`config.mk`:
```
export PLATFORM = sky130hd
export DESIGN_NAME = fwd_hazard_unit
export DESIGN_NICKNAME = d
export VERILOG_FILES = /design/src/rtl/mips_pkg.sv /design/src/rtl/fwd_sel_logic.sv /design/src/rtl/fwd_hazard_unit.sv
export SDC_FILE = /design/constraint.sdc
export NUM_CORES = 1
export LEC_CHECK = 0
export BUFFER_PORTS_ARGS = -buffer_cell sky130_fd_sc_hd__clkbuf_2
export CORE_MARGIN = 2
export CORE_UTILIZATION = 52
export CTS_CLUSTER_DIAMETER = 120
export DETAILED_ROUTE_END_ITERATION = 8
export PLACE_DENSITY = 0.8
export SYNTH_ARGS = -nofsm -noshare
export SYNTH_HDL_FRONTEND = slang
export SYNTH_HIERARCHICAL = 1
export SYNTH_SLANG_ARGS = --single-unit
export TNS_END_PERCENT = 20
```
`constraint.sdc`:
```
create_clock -name clk -period 3.4 [get_ports clk]
set_input_delay 0.51 -clock clk [delete_from_list [all_inputs] [get_ports clk]]
set_output_delay 0.51 -clock clk [all_outputs]
set_load 0.1 [all_outputs]
```
`src/rtl/mips_pkg.sv`:
```
// Shared definitions for the decode-stage forwarding / hazard logic: register
// index width, the zero-register index, forwarding select codes and stage records.
package mips_pkg;

    localparam int REG_W = 5;
    localparam int NREGS = 32;
    localparam logic [REG_W-1:0] REG_ZERO = '0;

    localparam logic [1:0] FWD_QA    = 2'b00;
    localparam logic [1:0] FWD_EXE   = 2'b01;
    localparam logic [1:0] FWD_MEM   = 2'b10;
    localparam logic [1:0] FWD_MEMLD = 2'b11;

    // Destination-register information carried by the shadow pipeline.
    typedef struct packed {
        logic [REG_W-1:0] rn;
        logic             wreg;
        logic             m2reg;
    } stage_info_t;

    localparam stage_info_t STAGE_NOP = '{rn: REG_ZERO, wreg: 1'b0, m2reg: 1'b0};

endpackage

```
`src/rtl/fwd_sel_logic.sv`:
```
// Combinational forwarding select for one decode-stage operand.
// The younger EXE result is checked first so it wins over an older MEM write.
module fwd_sel_logic
    import mips_pkg::*;
(
    input  logic [REG_W-1:0] src,
    input  logic             use_src,
    input  stage_info_t      e_info,
    input  stage_info_t      m_info,
    output logic [1:0]       sel
);

    always_comb begin
        sel = FWD_QA;
        if (use_src && (src != REG_ZERO)) begin
            if (e_info.wreg && (e_info.rn == src) && !e_info.m2reg) begin
                sel = FWD_EXE;
            end else if (m_info.wreg && (m_info.rn == src)) begin
                sel = m_info.m2reg ? FWD_MEMLD : FWD_MEM;
            end
        end
    end

endmodule

```
`src/rtl/fwd_hazard_unit.sv`:
```
// Forwarding select and load-use stall unit with an EXE/MEM shadow pipeline.
// Optional statistics counters are enabled with FWD_HAZARD_STATS_EN.
module fwd_hazard_unit
    import mips_pkg::*;
#(
    parameter int REG_W = mips_pkg::REG_W,
    parameter int NREGS = mips_pkg::NREGS
) (
    input  logic             clk,
    input  logic             rst,
    input  logic [REG_W-1:0] id_rs,
    input  logic [REG_W-1:0] id_rt,
    input  logic             id_use_rs,
    input  logic             id_use_rt,
    input  logic [REG_W-1:0] id_rn,
    input  logic             id_wreg,
    input  logic             id_m2reg,
    output logic [1:0]       fwda,
    output logic [1:0]       fwdb,
    output logic             stall,
    output logic             bubble,
`ifdef FWD_HAZARD_STATS_EN
    output logic [31:0]      stall_cnt,
    output logic [31:0]      fwd_cnt,
`endif
    output logic [REG_W-1:0] e_rn_o,
    output logic [REG_W-1:0] m_rn_o
);

    // The stage records are sized by the package, so the overrides must agree.
    if (REG_W != mips_pkg::REG_W || NREGS != (1 << REG_W)) begin : g_param_check
        $error("fwd_hazard_unit: REG_W/NREGS inconsistent with mips_pkg");
    end

    stage_info_t id_info;
    stage_info_t e_info;
    stage_info_t m_info;

    assign id_info = '{rn: id_rn, wreg: id_wreg, m2reg: id_m2reg};

    always_ff @(posedge clk or posedge rst) begin
        if (rst) begin
            e_info <= STAGE_NOP;
            m_info <= STAGE_NOP;
        end else begin
            m_info <= e_info;
            e_info <= stall ? STAGE_NOP : id_info;
        end
    end

    fwd_sel_logic u_sel_a (
        .src     (id_rs),
        .use_src (id_use_rs),
        .e_info  (e_info),
        .m_info  (m_info),
        .sel     (fwda)
    );

    fwd_sel_logic u_sel_b (
        .src     (id_rt),
        .use_src (id_use_rt),
        .e_info  (e_info),
        .m_info  (m_info),
        .sel     (fwdb)
    );

    // A load in EXE cannot supply its data yet; hold ID one cycle so it reaches MEM.
    assign stall = e_info.wreg & e_info.m2reg & (e_info.rn != REG_ZERO) &
                   ((id_use_rs & (e_info.rn == id_rs)) |
                    (id_use_rt & (e_info.rn == id_rt)));
    assign bubble = stall;

    assign e_rn_o = e_info.rn;
    assign m_rn_o = m_info.rn;

`ifdef FWD_HAZARD_STATS_EN
    always_ff @(posedge clk or posedge rst) begin
        if (rst) begin
            stall_cnt <= '0;
            fwd_cnt   <= '0;
        end else begin
            if (stall && (stall_cnt != 32'hFFFF_FFFF)) begin
                stall_cnt <= stall_cnt + 32'd1;
            end
            if (((fwda != FWD_QA) || (fwdb != FWD_QA)) && (fwd_cnt != 32'hFFFF_FFFF)) begin
                fwd_cnt <= fwd_cnt + 32'd1;
            end
        end
    end
`endif

endmodule

```
==> results of run 1 <==
## report_power, final
part | internal (mW) | switching [mW] | total [mW]
Sequential | 0.176 | 0.0161 | 0.192
Combinational | 0.0419 | 0.0972 | 0.139
Clock | 0.0650 | 0.0500 | 0.115
Total | 0.282 | 0.163 | 0.446
## stage by stage
step / power [mW] / cells / worst slack [ns] / util [%]
6_report: 0.446 / 143 / 0.710 / 65.9
3_3_place_gp: 0.332 / 139 / 0.993 / 63.8
2_1_floorplan: 0.308 / 89 / 0.320 / -
3_5_place_dp: 0.335 / 139 / 0.933 / 63.8
4_1_cts: 0.448 / 143 / 0.713 / 65.9
5_1_grt: 0.467 / 143 / 0.573 / 65.9
## cells in the mapped netlist
cell type,n
xor2_1,16
dfrtp_1,14
xnor2_1,14
buf_4,11
a21boi_1,6
nand4_1,4
a21oi_1,2
nand2_1,2
nand3_1,2
nand4b_1,2
nor3b_2,2
nor4_1,2
nor4_4,2
o21ai_2,2
or4_1,2
a21boi_2,1
and2_1,1
inv_1,1
o22ai_2,1
o311a_4,1
or3_1,1
## registers in the layout, indices dropped and copies added, names as in the netlist
name / flops
e_info: 2
e_rn_o: 5
m_rn_o: 5
m_info: 2
## cell type report
cell class | count | area share, %
Clock buffer | 4 | 3.16
Inverter | 1 | 0.326
Multi-Input combinational cell | 63 | 47.7
Sequential cell | 14 | 30.5
Tap cell | 25 | 2.72
Timing Repair Buffer | 36 | 15.7
## critical path, delay by kind of cell (launching register included)
family	cells	cell delay, ns
compound gates	1	0.38
xor+xnor	1	0.22
buf+inv	1	0.46
flops	1	0.51
simple gates	2	0.34
## cells by family (layout without fill, tap and decap cells)
logic type      Yosys count  after routing  share of synthesized area (%)
xor+xnor                 30             30                           26.7
simple gates             20             20                           17.0
flops                    14             14                           35.6
compound gates           13             13                           11.9
buf+inv                  12             41                           8.77
## path summary, 6_finish.rpt
| check | startpoint | endpoint | slack [ns] | cells past startpoint |
|---|---|---|---|---|
| min in group clk | e_info[0] | m_info[0] | 0.46 | 0 |
| min | rst | m_rn_o[1] | 0.23 | 2 |
| max in group asynchronous | rst | m_info[0] | 2.83 | 2 |
| min reg2reg | e_info[0] | m_info[0] | 0.46 | 0 |
| max | e_rn_o[1] | bubble | 0.71 | 5 |
| max reg2reg | e_rn_o[2] | e_rn_o[3] | 1.91 | 3 |
## layer usage
metal | routed length (um) | GRT usage [%] | vias up
li1 | - | - | 362
met4 | 12 | 8.33 | 0
met1 | 775 | 22.2 | 336
met3 | 106 | 2.26 | 2
met5 | 0 | 0 | -
met2 | 1010 | 33.5 | 26
==> metrics.md, run 1 <==
| Metric | Value |
|---|---|
| Die area | `2260 um2` |
| FP Rows | `15` |
| CTS tree | `yes` |
| Initial antenna violation count | `0` |
| Design Area, Final | `1150 um2` |
| H-Tree Depth | `1` |
| Post-synth top area share | `35.6%` |
| Max Clock Freq | `0.372 GHz` |
| GRT Total Usage | `18.7%` |
| Max incr delay on CP | `0.51 ns` |
| Drt wl/cell | `13.3 um` |
| Slew HR | `64.1%` |
| Part of the cycle the worst path needs | `79.1%` |
| Skew final | `0.00278 ns` |
| Register area share after synthesis | `35.6%` |
| Post-Syn Nets | `110` |
| CTS Buf Count | `3` |
| CP startpoint kind | `flop` |
| Count of buffers from port buffering | `36` |
| Slew Limit Fails | `0` |
| PwrDens | `388 nW/um2` |
| Syn-to-layout area delta | `16.8%` |
| Detailed-route vias per instance | `5.08` |
| YS warnings | `6` |
| Clock transition at the registers of the reported paths | `0.08 ns` |
| Final Hold Slack | `0.229 ns` |
| Initial Utilization | `56.4%` |
| Final hold vios | `0` |
| Filler cells | `144` |
| Avg Cell Area, Syn | `11.1 um2` |
| Worst-Skew Late Latency | `0.27 ns` |
| Post-CTS sizing | `0` |
| #FFs+latches synth | `14` |
| Cell breakdown of the critical path | `xnor2_1 > nand4_1 > o22ai_2 > and2_1 > clkbuf_2` |
| Root buffer cell | `clkbuf_4` |
| Final worst path period need | `2.69 ns` |
| Largest net degree at the start of global routing | `15` |
| Drt pass-1 iters | `4` |
| Status | `finished, final reports clean` |
| Slowest stage cell, crit path | `dfrtp_1` |
| Number of global-route vias before repair | `651` |
| GRT overflow | `0` |
| Area after DPL | `1110 um2` |
| # diodes | `0` |
| Hold-fix buffers at CTS | `0` |
| Post-CTS Setup Bufs | `0` |
| Post-route ant nets | `0` |
| Max rail drop VDD | `276 uV` |
| Post-DP HPWL | `1570 um` |
| I/O pin cnt | `37` |
| Worst min path class | `primary input to async pin` |
| Cells after synthesis | `89` |
| DRC errors left | `0` |
| Worst setup EP type | `output port` |
| Final setup fails | `0` |
| GP Congestion | `0.767` |
| Netlist cell types | `21` |
| Die Wd | `47.5 um` |
| Unrepaired setup endpoints after global routing | `false` |
| Most frequent cells in the layout | `36 x clkbuf_2, 16 x xor2_1, 14 x xnor2_1, 14 x dfrtp_1, 6 x a21boi_1` |
| Leakage | `0.505 nW` |
| Commonest non-fill, non-tap cell in the layout | `clkbuf_2` |
| Top post-synthesis cells by area | `dfrtp_1 36%, xor2_1 14%, xnor2_1 12%` |
| Fin Setup TNS | `0 ns` |
| Ratio of cells with drive above 1 in the final layout | `41.5%` |
| Multi-input logic area | `548 um2` |
| WS Path Type | `flop to output port` |
| Register area | `350 um2` |
| Number of DRC markers in iteration 0 | `18` |
| Synth Cell Area | `985 um2` |
| Fin nets | `140` |
| Crit path max fanout | `8` |
| Vias | `726` |
| MaxCap Viol Count | `0` |
| Top cell type by total area after synthesis | `dfrtp_1` |
| CTS Sinks | `14` |
| Global-route wire length before repair | `2820 um` |
| Worst-Margin Slew | `0.540 ns` |
| CP Data Required Time | `2.89 ns` |
| Clock Tree Buf Depth | `2` |
| Die height | `47.5 um` |
| CORE AREA | `1750 um2` |
| Critical path data arrival time | `2.18 ns` |
| Drt total wl | `1900 um` |
(Power assumes the default switching activity.)
==> run 2: changes to the inputs <==
Settings changed: CORE_UTILIZATION 52 to 43, PLACE_DENSITY 0.8 to 0.7.
Clock period 3.4 ns to 2.2 ns, I/O delays scaled along.
==> run 2 against run 1 <==
- routed wire length increased by 14%
- die area increased by 19%
- final cell count increased by 5.6%
- global-route usage about the same
- count of clock-buffer cells in the layout unchanged
==> metrics.md, run 2 (synthesis gave the netlist of run 1 again) <==
| Metric | Value |
|---|---|
| Status | `finished, final reports clean` |
| Clock Tree Buf Depth | `2` |
| Most frequent cells in the layout | `30 x clkbuf_2, 15 x xor2_1, 14 x xnor2_1` |
| Root buffer cell | `clkbuf_4` |
| Crit path max fanout | `7` |
| Die Wd | `51.9 um` |
| FP Rows | `17` |
| Slew Limit Fails | `0` |
| Critical path data arrival time | `1.84 ns` |
| WS Path Type | `flop to output port` |
| PwrDens | `540 nW/um2` |
| Part of the cycle the worst path needs | `98.6%` |
| Met2 usage | `34.6%` |
| H-Tree Depth | `1` |
| Final worst path period need | `2.17 ns` |
| GRT overflow | `0` |
| Count of buffers from port buffering | `36` |
| Fin nets | `145` |
| Met1 global-route usage | `20.8%` |
| Worst-Margin Slew | `0.559 ns` |
| CTS Buf Count | `3` |
| Filler cells | `184` |
| Drt total wl | `2170 um` |
| Sw frac | `37.1%` |
| Max Clock Freq | `0.461 GHz` |
| CP Data Required Time | `1.87 ns` |
| I/O pin cnt | `37` |
| Worst-Skew Late Latency | `0.28 ns` |
| Initial antenna violation count | `0` |
| GP Congestion | `0.789` |
| Detailed-route vias per instance | `5.07` |
| # diodes | `0` |
| Worst min path class | `primary input to async pin` |
| Drt pass-1 iters | `4` |
| Global-route wire length before repair | `3570 um` |
| Post-DP HPWL | `1810 um` |
| Most crowded layer after global routing | `met2` |
| Logic pwr share | `33.8%` |
| Ratio of cells with drive above 1 in the final layout | `50.4%` |
| Slew HR | `62.9%` |
| Worst setup EP type | `output port` |
| Area after DPL | `1240 um2` |
| Number of global-route vias before repair | `799` |
| GRT Total Usage | `18.7%` |
| Largest net degree at the start of global routing | `15` |
| Final setup fails | `0` |
| Clock transition at the registers of the reported paths | `0.08 ns` |
| DRC errors left | `0` |
| Post-route ant nets | `0` |
| Number of DRC markers in iteration 0 | `7` |
| Clock power frac | `25.6%` |
| Sequential power share | `40.6%` |
| Skew final | `0.00445 ns` |
| CORE AREA | `2190 um2` |
| Die height | `51.9 um` |
| Pwr Total | `0.718 mW` |
| Syn-to-layout area delta | `35.1%` |
| Unrepaired setup endpoints after global routing | `true` |
| P_int | `0.452 mW` |
| CP startpoint kind | `flop` |
| Initial Utilization | `44.9%` |
| Max rail drop VDD | `401 uV` |
| Die area | `2690 um2` |
| Final hold vios | `0` |
| Design Area, Final | `1330 um2` |
| GR Util met3 | `2.01%` |
| Leakage | `0.557 nW` |
| Drt wl/cell | `14.4 um` |
| Commonest non-fill, non-tap cell in the layout | `clkbuf_2` |
| MaxCap Viol Count | `0` |
| Hold-fix buffers at CTS | `0` |
| CTS tree | `yes` |
| Net Sw Power | `0.266 mW` |
| CTS Sinks | `14` |
| Vias | `765` |
run 2: changes by cell type in the layout (fill, tap and decap cells not counted), moves of 2 or more:
cell,previous run,this run
buf_12,0,7
clkbuf_2,36,30
buf_4,0,3
dfrtp_1,14,11
dfrtp_2,0,3
a21oi_1,2,0
a21oi_2,0,2
run 2: layout make-up:
class	count	area [um2]	area share (%)
Multi-Input combinational cell	63	577	43.4
Inverter	1	3.75	0.282
Clock buffer	4	36.3	2.73
Tap cell	28	35.0	2.63
Timing Repair Buffer	41	324	24.4
Sequential cell	14	354	26.6
run 2: path summary, 6_finish.rpt:
kind	from	end	slack, ns	cells past startpoint
worst max-delay path	e_rn_o[1]	fwda[0]	0.03	5
worst min-delay path	rst	e_rn_o[3]	0.05	2
worst max register to register	e_rn_o[4]	e_rn_o[3]	0.76	6
worst min register to register	e_info[0]	m_info[0]	0.47	0
max in group asynchronous	rst	e_rn_o[4]	1.78	2
min in group clk	id_rn[0]	e_rn_o[0]	0.27	2
run 2: worst max-delay path, stage by stage, from the launching register on:
cell and delay (ns):
dfrtp_2 0.48, xor2_1 0.17, nor4_1 0.30, nand4b_1 0.20, a21oi_2 0.22, buf_12 0.19
run 2: layer usage:
| metal | routed length (um) | part of all wire (%) |
|---|---|---|
| met3 | 113 | 5.2 |
| met1 | 823 | 38 |
| met2 | 1200 | 55 |
| met4 | 31 | 1.4 |
| met5 | 0 | 0 |
run 2: repair_timing:
action                                  in CTS  in global routing
buffers inserted                             1                  1
pin swaps                                    0                  5
gates resized for setup                      3                  4
endpoints found under the setup margin       3                  6
run 2: power by group through the flow:
stage	Clock (mW)	Combinational, mW	Sequential (mW)
finish	0.184	0.243	0.291
global route	0.204	0.258	0.293
CTS	0.188	0.240	0.291
detailed placement	0	0.234	0.296
global placement	0	0.230	0.296
floorplan	0	0.183	0.295
run 2: per-stage QoR:
step                TNS (ns)  util (%)  instances  hold WS (ns)  setup WS (ns)
finish                     0      60.7        151        0.0480         0.0311
global route         -0.0845      60.7        151        0.0957        -0.0320
CTS                        0      59.6        150        0.0598        0.00626
detailed placement         0      56.8        145         0.371          0.264
global placement           0      56.8        145         0.360          0.276
floorplan             -0.571         -         89         0.219         -0.302
==> run 3: changes to the inputs <==
Settings changed: CORE_UTILIZATION 43 to 48, PLACE_DENSITY 0.7 to 0.74.
Clock period 2.2 ns to 2.02 ns, I/O delays scaled along.
==> run 3 against run 2 <==
- the run now ends with negative setup slack left
- global-route usage rose by 0.56 points
- die area fell by 9.6%
- total power rose by 8.6%
- sequential power rose by 8.2%
- worst setup slack got worse by 0.12 ns
- final area rose by 0.66%
- register-to-register slack got worse by 0.22 ns
- non-clock buffer count did not move
- clock power rose by 7%
- critical path depth did not move
- sequential share of layout area fell by 0.27 points
- via count rose by 0.13%
- largest cell class unchanged
==> metrics.md, run 3 (synthesis gave the netlist of run 1 again) <==
| Metric | Value |
|---|---|
| Count of buffers from port buffering | `36` |
| Post-DP HPWL | `1770 um` |
| GRT Total Usage | `19.3%` |
| Detailed-route vias per instance | `5.11` |
| Inst Count DP | `146` |
| Filler cells | `153` |
| Number of DRC markers in iteration 0 | `12` |
| Net Sw Power | `0.289 mW` |
| Worst-Margin Slew | `0.547 ns` |
| Die height | `49.3 um` |
| Worst min path class | `primary input to async pin` |
| Reg-to-Reg Start | `e_rn_o[1]` |
| Min setup slack post-route | `-0.0917 ns` |
| Commonest non-fill, non-tap cell in the layout | `clkbuf_2` |
| Reg2Reg Depth | `6` |
| Drt pass-1 iters | `4` |
| Fin Setup TNS | `-0.422 ns` |
| Largest net degree at the start of global routing | `15` |
| Pwr Total | `0.779 mW` |
| CP Data Required Time | `1.72 ns` |
| Clock power frac | `25.3%` |
| Worst setup EP type | `output port` |
| CTS tree | `yes` |
| Max rail drop VDD | `383 uV` |
| Die Wd | `49.3 um` |
| GP Congestion | `0.852` |
| Part of the cycle the worst path needs | `105%` |
| Clock transition at the registers of the reported paths | `0.08 ns` |
| Final setup fails | `6` |
| Sw frac | `37.1%` |
| Unrepaired setup endpoints after global routing | `true` |
| Hold-fix buffers at CTS | `0` |
| Fin nets | `145` |
| Clock Tree Buf Depth | `2` |
| Crit path max fanout | `3` |
| Die area | `2430 um2` |
| Cell Count, Final, Fillers Out | `150` |
| Worst reg2reg setup slack | `0.54 ns` |
| Final worst path period need | `2.11 ns` |
| Register area | `353 um2` |
| P_int | `0.490 mW` |
| Area after DPL | `1270 um2` |
| FP Rows | `16` |
| Slew HR | `63.7%` |
| H-Tree Depth | `1` |
| Logic pwr share | `34.3%` |
| Drt wl/cell | `14.2 um` |
| Multi-input logic area | `601 um2` |
| Root buffer cell | `clkbuf_4` |
| Worst-Skew Late Latency | `0.27 ns` |
| FF-to-FF End | `e_rn_o[1]` |
| Global-route wire length before repair | `3540 um` |
| Vias | `766` |
| Sequential power share | `40.4%` |
| MaxCap Viol Count | `0` |
| Fin util | `68.9%` |
| Initial antenna violation count | `0` |
| Number of global-route vias before repair | `769` |
| Most frequent cells in the layout | `30 x clkbuf_2, 16 x xor2_1, 14 x xnor2_1` |
| CTS Sinks | `14` |
| I/O pin cnt | `37` |
| Failing checks | `negative setup slack` |
| Skew final | `0.00234 ns` |
| DRC errors left | `0` |
| Syn-to-layout area delta | `36.0%` |
| WS Path Type | `flop to output port` |
| CTS Buf Count | `3` |
| Design Area, Final | `1340 um2` |
| Ratio of cells with drive above 1 in the final layout | `51.2%` |
| Final hold vios | `0` |
| Max Clock Freq | `0.474 GHz` |
| Drt total wl | `2140 um` |
| Critical path data arrival time | `1.81 ns` |
| Leakage | `0.555 nW` |
| CORE AREA | `1940 um2` |
| Post-route ant nets | `0` |
| CP startpoint kind | `flop` |
| PwrDens | `582 nW/um2` |
| # diodes | `0` |
| Status | `finished with violations` |
| Initial Utilization | `50.7%` |
| GRT overflow | `0` |
| Slew Limit Fails | `0` |
[run 3: layer usage]
layer	wire length (um)	share of wire, %	GRT usage, %
met1	878	41	23.2
met2	1160	54	34.5
met3	86	4.0	2.76
met4	13	0.61	7.14
met5	0	0	0
[run 3: worst max-delay path by stage]
| stage | startpoint | endpoint | slack (ns) |
|---|---|---|---|
| after floorplan | e_rn_o[0] | fwdb[0] | -0.25 |
| after detailed placement | id_rs[1] | fwda[1] | 0.13 |
| after global placement | id_rs[1] | fwda[1] | 0.12 |
| after CTS | e_rn_o[1] | fwda[1] | -0.10 |
| final | m_rn_o[4] | fwda[1] | -0.09 |
| after global routing | e_rn_o[1] | fwda[1] | -0.17 |
[run 3: area by class of cell]
type	instances	share of cell area, %
tap	27	2.52
sequential	14	26.4
timing repair buffer	41	23.3
multi-input combinational	63	44.9
inverter	1	0.280
clock buffer	4	2.71
[run 3: critical path, stage by stage (launching register included)]
cell and delay, ns:
dfrtp_1 0.43, xor2_1 0.18, nor4_4 0.32, nand3_1 0.16, nor3b_4 0.24, buf_12 0.20
[run 3: what timing repair did]
action                     4_1_cts  5_1_grt
setup buffers                    0        0
pin swaps                        1        3
setup endpoints to repair        6        6
gates resized for setup          4        3
[run 3: power groups by stage]
stage	clock (mW)	sequential, mW	combinational [mW]
floorplan	0	0.321	0.201
finish	0.197	0.315	0.267
global route	0.217	0.318	0.283
CTS	0.204	0.314	0.265
global placement	0	0.320	0.258
detailed placement	0	0.319	0.261
[run 3: metrics by stage]
| stage | worst slack (ns) | hold slack (ns) |
|---|---|---|
| after floorplan | -0.246 | 0.192 |
| after global placement | 0.120 | 0.334 |
| after detailed placement | 0.125 | 0.346 |
| after CTS | -0.100 | 0.0389 |
| after global routing | -0.169 | 0.0673 |
| final | -0.0917 | 0.0264 |
